**src/rtl/econet_rx_deframer.sv**
```systemverilog
// Receive-side HDLC deframer: synchronises the Econet line, strips flags, aborts
// and stuffed zeros, and hands bytes/flags to the MCU path as 9-bit words.
module econet_rx_deframer #(
    parameter int SYNC_STAGES           = 2,
    parameter bit SUPPRESS_REPEAT_FLAGS = 1'b1
) (
    input  logic       clock,
    input  logic       reset,
    input  logic       rx_enable,
    input  logic       econet_clock_R,
    input  logic       econet_data_R,
    output logic [8:0] rx_word,
    output logic       rx_valid,
    input  logic       rx_ready,
    output logic       frame_active,
    output logic       overrun,
    output logic       abort_seen
);
    localparam logic [0:0] HUNT      = 1'b0;
    localparam logic [0:0] FRAME     = 1'b1;
    localparam logic [8:0] FLAG_WORD = 9'h17E;

    logic [SYNC_STAGES-1:0] csync_q, dsync_q;
    logic       cprev_q, ev_q, evbit_q;
    logic [0:0] state_q, state_d;
    logic [2:0] ones_q, ones_d;
    logic [2:0] bitcnt_q, bitcnt_d;
    logic [7:0] shreg_q, shreg_d;
    logic       last_flag_q, last_flag_d;
    logic [8:0] word_q, word_d;
    logic       valid_q, valid_d;
    logic       overrun_q, overrun_d;
    logic       abort_q, abort_d;
    logic       emit;
    logic [8:0] emit_word;

    always_comb begin
        state_d     = state_q;
        ones_d      = ones_q;
        bitcnt_d    = bitcnt_q;
        shreg_d     = shreg_q;
        last_flag_d = last_flag_q;
        abort_d     = 1'b0;
        emit        = 1'b0;
        emit_word   = FLAG_WORD;
        if (ev_q) begin
            if (evbit_q) begin
                if (ones_q != 3'd7)
                    ones_d = ones_q + 3'd1;
                if (ones_q == 3'd6) begin
                    abort_d     = 1'b1;
                    state_d     = HUNT;
                    bitcnt_d    = 3'd0;
                    last_flag_d = 1'b0;
                end else if (state_q == FRAME && ones_q != 3'd7) begin
                    shreg_d = {1'b1, shreg_q[7:1]};
                    if (bitcnt_q == 3'd7) begin
                        bitcnt_d    = 3'd0;
                        emit        = 1'b1;
                        emit_word   = {1'b0, shreg_d};
                        last_flag_d = 1'b0;
                    end else begin
                        bitcnt_d = bitcnt_q + 3'd1;
                    end
                end
            end else begin
                ones_d = 3'd0;
                if (ones_q == 3'd6) begin
                    state_d     = FRAME;
                    bitcnt_d    = 3'd0;
                    emit        = !(SUPPRESS_REPEAT_FLAGS && last_flag_q);
                    last_flag_d = 1'b1;
                end else if (state_q == FRAME && ones_q != 3'd5) begin
                    // a zero after five ones is a stuffed bit and never reaches the byte
                    shreg_d = {1'b0, shreg_q[7:1]};
                    if (bitcnt_q == 3'd7) begin
                        bitcnt_d    = 3'd0;
                        emit        = 1'b1;
                        emit_word   = {1'b0, shreg_d};
                        last_flag_d = 1'b0;
                    end else begin
                        bitcnt_d = bitcnt_q + 3'd1;
                    end
                end
            end
        end
    end

    // Single-entry output buffer: a word arriving while the previous one is unconsumed is dropped.
    always_comb begin
        word_d    = word_q;
        valid_d   = valid_q;
        overrun_d = overrun_q;
        if (emit) begin
            if (!valid_q || rx_ready) begin
                word_d  = emit_word;
                valid_d = 1'b1;
            end else begin
                overrun_d = 1'b1;
            end
        end else if (rx_ready) begin
            valid_d = 1'b0;
        end
    end

    always_ff @(posedge clock or posedge reset) begin
        if (reset) begin
            csync_q     <= '1;
            dsync_q     <= '1;
            cprev_q     <= 1'b1;
            ev_q        <= 1'b0;
            evbit_q     <= 1'b0;
            state_q     <= HUNT;
            ones_q      <= 3'd0;
            bitcnt_q    <= 3'd0;
            last_flag_q <= 1'b0;
            word_q      <= 9'd0;
            valid_q     <= 1'b0;
            overrun_q   <= 1'b0;
            abort_q     <= 1'b0;
        end else begin
            csync_q <= {csync_q[SYNC_STAGES-2:0], econet_clock_R};
            dsync_q <= {dsync_q[SYNC_STAGES-2:0], econet_data_R};
            cprev_q <= csync_q[SYNC_STAGES-1];
            // the bit event is registered once more before use, fixing latency at SYNC_STAGES+2
            ev_q    <= csync_q[SYNC_STAGES-1] & ~cprev_q;
            evbit_q <= dsync_q[SYNC_STAGES-1];
            if (!rx_enable) begin
                state_q     <= HUNT;
                ones_q      <= 3'd0;
                bitcnt_q    <= 3'd0;
                last_flag_q <= 1'b0;
                valid_q     <= 1'b0;
                overrun_q   <= 1'b0;
                abort_q     <= 1'b0;
            end else begin
                state_q     <= state_d;
                ones_q      <= ones_d;
                bitcnt_q    <= bitcnt_d;
                last_flag_q <= last_flag_d;
                word_q      <= word_d;
                valid_q     <= valid_d;
                overrun_q   <= overrun_d;
                abort_q     <= abort_d;
            end
        end
    end

    always_ff @(posedge clock) begin
        if (rx_enable)
            shreg_q <= shreg_d;
    end

    assign rx_word      = word_q;
    assign rx_valid     = valid_q;
    assign frame_active = (state_q == FRAME);
    assign overrun      = overrun_q;
    assign abort_seen   = abort_q;
endmodule

```
**config.mk**
```make
export PLATFORM = sky130hd
export DESIGN_NAME = econet_rx_deframer
export DESIGN_NICKNAME = d
export VERILOG_FILES = /design/src/rtl/econet_rx_deframer.sv
export SDC_FILE = /design/constraint.sdc
export NUM_CORES = 1
export LEC_CHECK = 0
export ABC_CLOCK_PERIOD_IN_PS = 1900
export CAP_MARGIN = 20
export CORE_MARGIN = 1
export CORE_UTILIZATION = 33
export DETAILED_ROUTE_END_ITERATION = 7
export SLEW_MARGIN = 20
export SYNTH_ARGS = -nofsm -noshare
export SYNTH_HDL_FRONTEND = slang
export SYNTH_SLANG_ARGS = --single-unit
```
**constraint.sdc**
```tcl
create_clock -name clock -period 1.9 [get_ports clock]
set_input_delay 0.38 -clock clock [delete_from_list [all_inputs] [get_ports clock]]
set_output_delay 0.38 -clock clock [all_outputs]
set_load 0.05 [all_outputs]
```
## Word-level counts from Yosys, hierarchy flattened

Index checks and enable logic that the tools add are counted.
Widths: inputs -> output; s select.

- Reductions and logical operators: 13
- $add $sub $neg: 2
- Equal/unequal tests: 14
- Mux-type cells: 56
- Bitwise logic cells: 3

Operators with widths:

| cell | count |
|---|---|
| $mux 9 | 8 |
| $mux 8 | 5 |
| $mux 3 | 12 |
| $mux 1 | 31 |
| $ne 2x1->1 const B | 4 |
| $reduce_and 2->1 | 4 |
| $add 3x1->3 const B | 2 |
| $eq 3x3->1 const B | 2 |
| $ne 3x2->1 const B | 2 |
| $ne 3x3->1 const B | 2 |
| $reduce_and 3->1 | 2 |
| $reduce_and 5->1 | 1 |
| $ne 4x1->1 const B | 1 |
| $ne 4x2->1 const B | 1 |
| $ne 3x1->1 const B | 1 |
| $logic_and 1x1->1 | 2 |
| $logic_not 1->1 | 2 |
| $ne 2x2->1 const B | 1 |
| $not 1->1 | 2 |
| $reduce_bool 2->1 | 1 |
| $and 1x1->1 | 1 |
| $logic_or 1x1->1 | 1 |

- Output and inout port bits: 13
- Input port bits: 6
- Register bits after elaboration: 35

## Logic depth before layout (Yosys ltp)

- Depth in word-level cells: 8
- Gate-level depth with buffers: 7
- Gate-level depth less buffers: 6

## Worst setup path after synthesis

No wires, ideal clock.

- Path kind: register to register
- Start point: register ones_q[0]
- End point: register word_q[1] (netlist: rx_word[1])
- Required time: 1.779 ns
- Cell stages (with the launch flop): 7
- Buffers on the path: 1
- Slack: -0.030 ns
- Arrival: 1.809 ns
- Cells stage by stage: dfrtp_1 -> ha_1 -> ha_1 -> o31a_1 -> or3_1 -> buf_6 -> o22a_1

- Longest elaborated chain between the ends: 7
- Elaborated cells between the ends (all ways): 18
- Classes of those cells: eq/ne (3); mux (12); reduce/logical (3)

RTL lines:

| element | RTL line | text |
|---|---|---|
| start: declaration | 26 | `logic [2:0] ones_q, ones_d;` |
| start signal: assignment | 138 | `ones_q <= ones_d;` |
| $ne 3x3->1, on equally long branches | 73, 55 |  |
| $logic_and 1x1->1, on equally long branches | 73, 55 |  |
| $mux 1, on equally long branches | 73, 55 |  |
| $mux 1, on equally long branches | 68, 50 |  |
| $mux 1 | 47 | `if (evbit_q) begin` |
| $mux 1 | 46 | `if (ev_q) begin` |
| $reduce_and 3->1 (no line) | n/a |  |
| end signal: assignment | 141 | `word_q <= word_d;` |
| end: declaration | 30 | `logic [8:0] word_q, word_d;` |

Parallel ways exist; a longest one is shown, timed or not.
A chain may end at the register's enable or synchronous reset.

## Final worst setup path

- Start point: register word_q[2] (netlist: rx_word[2])
- End point: output rx_word[2]

RTL lines:

| element | RTL line | text |
|---|---|---|
| end: declaration | 12 | `output logic [8:0] rx_word,` |

No word-level cell between the ends.

==> impl_metrics.json <==
{
  "outcome": "finished, final reports clean",
  "die_height_um": 67.86,
  "setup.worst_path.start_class": "flip-flop",
  "slew_viol_final": 0,
  "netlist_area_um2": 1431,
  "drtIter0Drc": 32,
  "viasPerCell": 5.125,
  "min_path_type": "reg -> reg",
  "overflow": 0,
  "wl_per_cell_um": 13.33,
  "grt_pass1_vias": 979,
  "syn_nets": 127,
  "syn_area_per_cell_um2": 12.45,
  "p_switching_uw": 492.8,
  "wl_um": 2666,
  "path_cells": "clkdlybuf4s50_1",
  "vias": 1025,
  "tightest_slew_ps": 499.1,
  "chipWidth_um": 67.86,
  "yosys_warnings": 0,
  "power.total_uw": 1929,
  "cts_hold_buf": 0,
  "initial_core_util_pct": 35.03,
  "syn_inst": 115,
  "p_sw_share_pct": 25.54,
  "crit_path_end_kind": "output port",
  "syn_to_final_growth_pct": 33.30,
  "drtPass1Iterations": 4,
  "ant_nets": 0,
  "grt.total_usage_pct": 13.77,
  "fillerInstances": 382,
  "cts_made_buffers": 5,
  "powerDensity_nw_per_um2": 1011,
  "critPathBufInv": 1,
  "relSlewSlack_pct": 66.62,
  "worstSkewPairLatency_ps": 290,
  "hold_viol": 0,
  "peakVddDrop_v": 0.0003457,
  "worst-endpoint-arrival_ps": 1450,
  "cts_tree": "built",
  "final_nets": 161,
  "placementRows": 23,
  "design.die.area_um2": 4605,
  "cts.sinks": 34,
  "grt_pass1_wl_um": 4491,
  "cts_root_buffer": "clkbuf_8",
  "cp_max_fo": 2,
  "max_stage_delay_ps": 800,
  "p_comb_share_pct": 16.8,
  "setup_tns_ps": 0,
  "p_leak_uw": 0.0008357,
  "ys_ff_latch": 34,
  "antenna_cells": 0,
  "sequentialPowerShare_pct": 42.8,
  "p_clk_share_pct": 40.3,
  "final_util_pct": 46.69,
  "final_common_cell": "dfrtp_1",
  "cp_slowest_cell": "clkdlybuf4s50_1",
  "seq_area_frac_synth_pct": 62.33,
  "drc": 0,
  "clk_pin_slew_ps": 70,
  "layout_common_cells": "dfrtp_1, buf_4, clkdlybuf4s50_1",
  "grt_antenna_before_repair": 0,
  "finalCritPeriodShare_pct": 96.42,
  "clock-skew-final_ps": 8.637,
  "h-tree-depth": 2,
  "setup_viol": 0,
  "hpwlAfterDp_um": 1869,
  "port_buffers": 18,
  "cap_violations": 0,
  "cp_top_family": "buffers and inverters",
  "drive_above_1_share_pct": 27.33,
  "fmax_mhz": 545.8,
  "grt_max_degree": 28,
  "synth_cell_types": 36,
  "gp_congestion": 0.8340,
  "placed_cell_area_um2": 1735,
  "period_minus_slack_ps": 1832,
  "core_area_um2": 4086,
  "cp_data_required_time_ps": 1520,
  "finalInstanceArea_um2": 1908,
  "io_pins": 19,
  "path_class": "reg -> out",
  "clockBufferDepth": 2,
  "power.internal_uw": 1437
}
Yosys cell counts (all sizes together):
library cell,count,area (um^2)
dfrtp,22,550.5
nand2,12,45.04
edfxtp,7,210.2
inv,7,26.28
ha,6,75.07
o22a,6,52.55
dfstp,5,131.4
nand3,4,20.02
nor2,4,15.01
nor2b,4,25.02
o22ai,4,25.02
a21oi,3,15.01
clkbuf,3,11.26
o21a,3,22.52
a22o,2,17.52
a31oi,2,12.51
and2,2,15.02
nor3,2,21.27
o21ai,2,10.00
or3,2,12.51
a21o,1,7.510
a2bb2oi,1,8.760
a311oi,1,8.760
a31o,1,8.760
and3b,1,8.760
and4,1,8.760
buf,1,11.26
mux2,1,15.01
nand3b,1,7.510
nor3b,1,7.510
o211a,1,10.01
o31a,1,8.760
or2,1,6.260
power groups by stage:
stage | Sequential [uW] | Clock [uW] | Combinational (uW)
floorplan | 975 | 0 | 71.0
global route | 833 | 843 | 346
CTS | 826 | 796 | 326
finish | 826 | 778 | 325
global placement | 837 | 0 | 321
detailed placement | 840 | 0 | 325
per-stage QoR:
stage	setup slack [ps]	instances	hold WS, ps
after CTS	29.53	199	358.2
after floorplan	21.04	115	345.2
after global routing	-20.24	200	365.7
after detailed placement	-29.07	191	348.5
after global placement	17.05	191	346.4
final	67.93	200	357.5
worst paths after layout:
kind                            start         end  slack (ps)  cells after the start
max                        rx_word[2]  rx_word[2]          70                      1
min                        dsync_q[0]  dsync_q[1]         360                      0
max reg2reg                 ones_q[1]  rx_word[7]          80                      6
min reg2reg                dsync_q[0]  dsync_q[1]         360                      0
max in group asynchronous       reset  csync_q[0]        1160                      3
min in group asynchronous       reset  rx_word[7]         440                      3
per-layer routing:
layer	up-vias	track usage, %	share of wire (%)
li1	478	-	-
met1	515	16.72	44
met2	29	21.53	49
met3	3	6.000	5.3
met4	0	5.208	1.4
met5	-	0	0
final cells by class:
cell class | instances | area (um^2) | share of cell area, %
clock buffer | 5 | 68.82 | 3.607
clock inverter | 3 | 63.81 | 3.344
inverter | 7 | 26.28 | 1.377
multi-input combinational | 70 | 525.5 | 27.54
sequential | 34 | 893.4 | 46.82
tap | 50 | 62.56 | 3.279
timing repair buffer | 31 | 267.8 | 14.03
cell families (layout without fill, tap and decap cells):
| group | after synthesis | after routing | synth area share [%] |
|---|---|---|---|
| buffers and inverters | 11 | 46 | 3.409 |
| AO/OA/AOI/OAI | 28 | 28 | 14.51 |
| flip-flops | 34 | 34 | 62.33 |
| multiplexers | 1 | 1 | 1.049 |
| AND/OR/NAND/NOR | 35 | 35 | 13.46 |
| adder cells (fa/ha/maj) | 6 | 6 | 5.245 |
flip-flops by register name, summed over array words and instances, names as in the netlist:
name and cells:
abort_seen 1, bitcnt_q 3, cprev_q 1, csync_q 2, dsync_q 2, ev_q 1
evbit_q 1, frame_active 1, last_flag_q 1, ones_q 3, overrun 1, rx_valid 1
rx_word 9, shreg_q 7
timing repair:
action                     in CTS  in global routing
setup endpoints to repair       6                 13
resized for setup               1                  5
setup buffers                   0                  1
gates cloned                    0                  0
pin swaps                       0                  2
(Power assumes the default switching activity.)
